File: src/rtl/my_ram.sv
// 16 x 4 flop-based RAM with one write port and a registered read path that
// either scans memory from an external address counter (load mode) or follows raddr (read mode).
module my_ram #(
  parameter int DATA_W = 4,
  parameter int ADDR_W = 4,
  parameter int DEPTH  = 16
) (
  input  logic              CLOCK_50,
  input  logic              rst,
  input  logic [ADDR_W-1:0] clk,
  input  logic              sw,
  input  logic              we,
  input  logic [ADDR_W-1:0] waddr,
  input  logic [DATA_W-1:0] din,
  input  logic [ADDR_W-1:0] raddr,
  output logic [DATA_W-1:0] dout
);

  logic [DATA_W-1:0] mem_q [DEPTH];
  logic [DATA_W-1:0] dout_q;
  logic [DATA_W-1:0] dout_d;
  logic [DEPTH-1:0]  wsel;
  logic [ADDR_W-1:0] rd_addr;
  logic              wr_en;

  // Writes are only honoured in load mode.
  assign wr_en = we & ~sw;

  generate
    for (genvar gi = 0; gi < DEPTH; gi++) begin : g_wdec
      assign wsel[gi] = wr_en && (waddr == ADDR_W'(gi));
    end
  endgenerate

  // Flops rather than block RAM so the whole array can be cleared by reset.
  always_ff @(posedge CLOCK_50 or negedge rst) begin
    if (!rst) begin
      for (int i = 0; i < DEPTH; i++) begin
        mem_q[i] <= '0;
      end
    end else begin
      for (int i = 0; i < DEPTH; i++) begin
        if (wsel[i]) begin
          mem_q[i] <= din;
        end
      end
    end
  end

  // Reads see the pre-write contents, giving read-before-write on a collision.
  always_comb begin
    rd_addr = sw ? raddr : clk;
    dout_d  = mem_q[rd_addr];
  end

  always_ff @(posedge CLOCK_50 or negedge rst) begin
    if (!rst) begin
      dout_q <= '0;
    end else begin
      dout_q <= dout_d;
    end
  end

  assign dout = dout_q;

endmodule

File: config.mk
export PLATFORM = sky130hd
export DESIGN_NAME = my_ram
export DESIGN_NICKNAME = d
export VERILOG_FILES = /design/src/rtl/my_ram.sv
export SDC_FILE = /design/constraint.sdc
export NUM_CORES = 1
export LEC_CHECK = 0
export CELL_PAD_IN_SITES_DETAIL_PLACEMENT = 0
export CELL_PAD_IN_SITES_GLOBAL_PLACEMENT = 1
export CORE_AREA = 2 2 66 131
export CTS_CLUSTER_DIAMETER = 150
export CTS_CLUSTER_SIZE = 12
export DETAILED_ROUTE_END_ITERATION = 6
export DIE_AREA = 0 0 68 133
export PLACE_DENSITY = 0.74
export SLEW_MARGIN = 40
export SYNTH_ARGS = -nofsm -noshare
export SYNTH_HDL_FRONTEND = slang
export SYNTH_SLANG_ARGS = --single-unit
File: constraint.sdc
create_clock -name CLOCK_50 -period 1.3 [get_ports CLOCK_50]
set_input_delay 0.325 -clock CLOCK_50 [delete_from_list [all_inputs] [get_ports CLOCK_50]]
set_output_delay 0.325 -clock CLOCK_50 [all_outputs]
set_load 0.05 [all_outputs]
==> qor.csv <==
metric,value,unit
setup_viol,4,
die_w,68,um
routed_wl,7330,um
hold_slack,-0.00494,ns
max_cap_violations,0,
seq_area,1700,um^2
grt_first_pass_wirelength,11800,um
antenna_found_initial,0,
hpwl,5090,um
num_rows,47,
finalSetupTns,-0.0599,ns
via_per_inst,5.38,
die_h,133,um
outcome,finished with violations,
leakagePower,1.91,nW
drt-initial-drc-count,122,
power_density,1530,nW/um^2
synth_edf_count,0,
ys_warn_count,0,
fmax,749,MHz
rsz0062_at_grt,true,
syn_area,3170,um^2
hold_viol,2,
worstSetupPathType,input pin to register,
wl_per_cell,20.0,um
worst-path-max-fanout,8,
clk_path_buf_depth,2,
timing.rr.start,mem_q[23],
ios,24,
critPathArrivalTime,1.54,ns
route.met2.wl,3710,um
root_buffer,clkbuf_16,
synth_area_leaders,"dfrtp_1 (54%), mux2_2 (23%), mux4_2 (8.5%), mux4_1 (3.3%), nand2_1 (3.2%)",
fin_util,52.1,%
worst_slew_pin_slew,0.364,ns
worst_slack,-0.0346,ns
start_kind,input pin,
gp_congestion,0.773,
synth_cell_type_count,21,
ys.flop_type,dfrtp_1,
reg2reg_slack,0.09,ns
synth_seq_cells,68,
port_buffers,23,
core_area,8120,um^2
insertion_delay,0.33,ns
relSlewSlack,75.7,%
min_period,1.33,ns
areaGrowthSynthToFinish,33.5,%
cp-end-kind,register,
yosys.area.top_type,dfrtp_1,
grt_max_degree,69,
grt_pass1_vias,2133,
cts_tree,done,
routed.top_layer,met4,
h-tree-depth,3,
slew_viol_final,0,
drc,0,
via_count,1974,
synth-seq-area-share,53.7,%
dr.pass1.iters,4,
period_share,103,%
synth_nets,232,
ctsHoldBuffers,0,
r2r-end,dout[3],
m1WireLength,3120,um
async_reset_ff_share,100,%
synth_common_cells,"dfrtp_1 (68), mux2_2 (65), nand2_1 (27)",
nets,285,
cts_buffers,9,
cp.required,1.50,ns
cts_sinks,68,
synth_top_cell_area_share,53.7,%
netlist_instances,212,
grt_usage,18.5,%
fillers,688,
max-vdd-ir-drop,0.906,mV
met3_length,292,um
drive_gt1_share,56.1,%
clock_skew,0.00301,ns
hold_class,input pin to asynchronous set/reset pin,
synth.most_common_cell,dfrtp_1,
path_clk_slew,0.05,ns
violations,"hold timing, setup timing",
ant_nets,0,
die_area,9040,um^2
multi_input_comb_area,1600,um^2
grt_overflow,0,
syn-mean-instance-area,14.9,um^2
r2r_cells,3,
initial_core_util,39.0,%
n_antenna_cell,0,
how the worst max path moves through the flow:
| stage | cells past startpoint | endpoint | slack [ns] | from |
|---|---|---|---|---|
| 2_1_floorplan | 7 | dout[1] | -0.39 | sw |
| 5_1_grt | 6 | mem_q[13] | -0.04 | sw |
| 3_3_place_gp | 6 | dout[2] | -0.92 | sw |
| 4_1_cts | 6 | dout[1] | -0.009 | sw |
| 6_report | 6 | dout[3] | -0.03 | sw |
| 3_5_place_dp | 6 | dout[1] | -0.93 | sw |
power breakdown:
group / internal [mW] / total (mW) / switching (mW)
combinational: 0.840 / 1.36 / 0.515
sequential: 2.54 / 2.79 / 0.247
clock: 1.48 / 2.32 / 0.834
registers in the layout, indices dropped and copies added, names as in the netlist:
name	cells
mem_q	64
dout	4
critical path, cell delays in order:
cell	delay, ns
buf_8	0.10
mux2_4	0.33
buf_12	0.15
mux4_2	0.46
nand2_1	0.08
nand4_1	0.08
repair_timing:
item / in CTS / in global routing
cloned: 1 / 0
pin swaps: 9 / 9
setup buffers: 4 / 1
gates resized for setup: 42 / 9
setup endpoints to repair: 68 / 39
routing by layer:
metal	global-route usage, %	up-vias
li1	-	888
met4	7.89	0
met2	28.0	48
met5	0	-
met3	5.44	15
met1	24.2	1023
per-stage QoR:
step	setup slack, ns	area (um^2)	total power [mW]	instances
global route	-0.0403	4230	6.74	367
CTS	-0.00883	4200	6.52	366
detailed placement	-0.930	3820	4.13	346
floorplan	-0.390	3320	3.59	212
global placement	-0.918	3820	4.08	346
finish	-0.0346	4230	6.46	367
final cells by class:
type | instances | area share, %
repair buffers | 50 | 12.0
clock inverters | 1 | 0.118
clock buffers | 14 | 6.72
inverters | 2 | 0.178
multi-input cells | 134 | 37.9
flip-flops and latches | 68 | 40.2
well taps | 98 | 2.90
cell usage in the layout, fill, tap and decap left out, types with 4 or more instances in the layout:
master / count
dfrtp_1: 68
mux2_2: 40
mux2_4: 27
nand2_1: 21
buf_4: 20
mux4_2: 13
clkbuf_16: 9
clkdlybuf4s50_1: 8
buf_12: 8
nand2_2: 5
nor2b_4: 5
nand4_1: 4
clkbuf_8: 4
buf_2: 4
logic make-up (layout without fill, tap and decap cells):
group	Yosys count	after routing	synth area share, %
mux	82	83	35.4
flops	68	68	53.7
simple gates	47	47	7.55
buf+inv	11	67	2.33
compound gates	4	4	0.948
No activity file was read; power rests on OpenSTA's default activity.
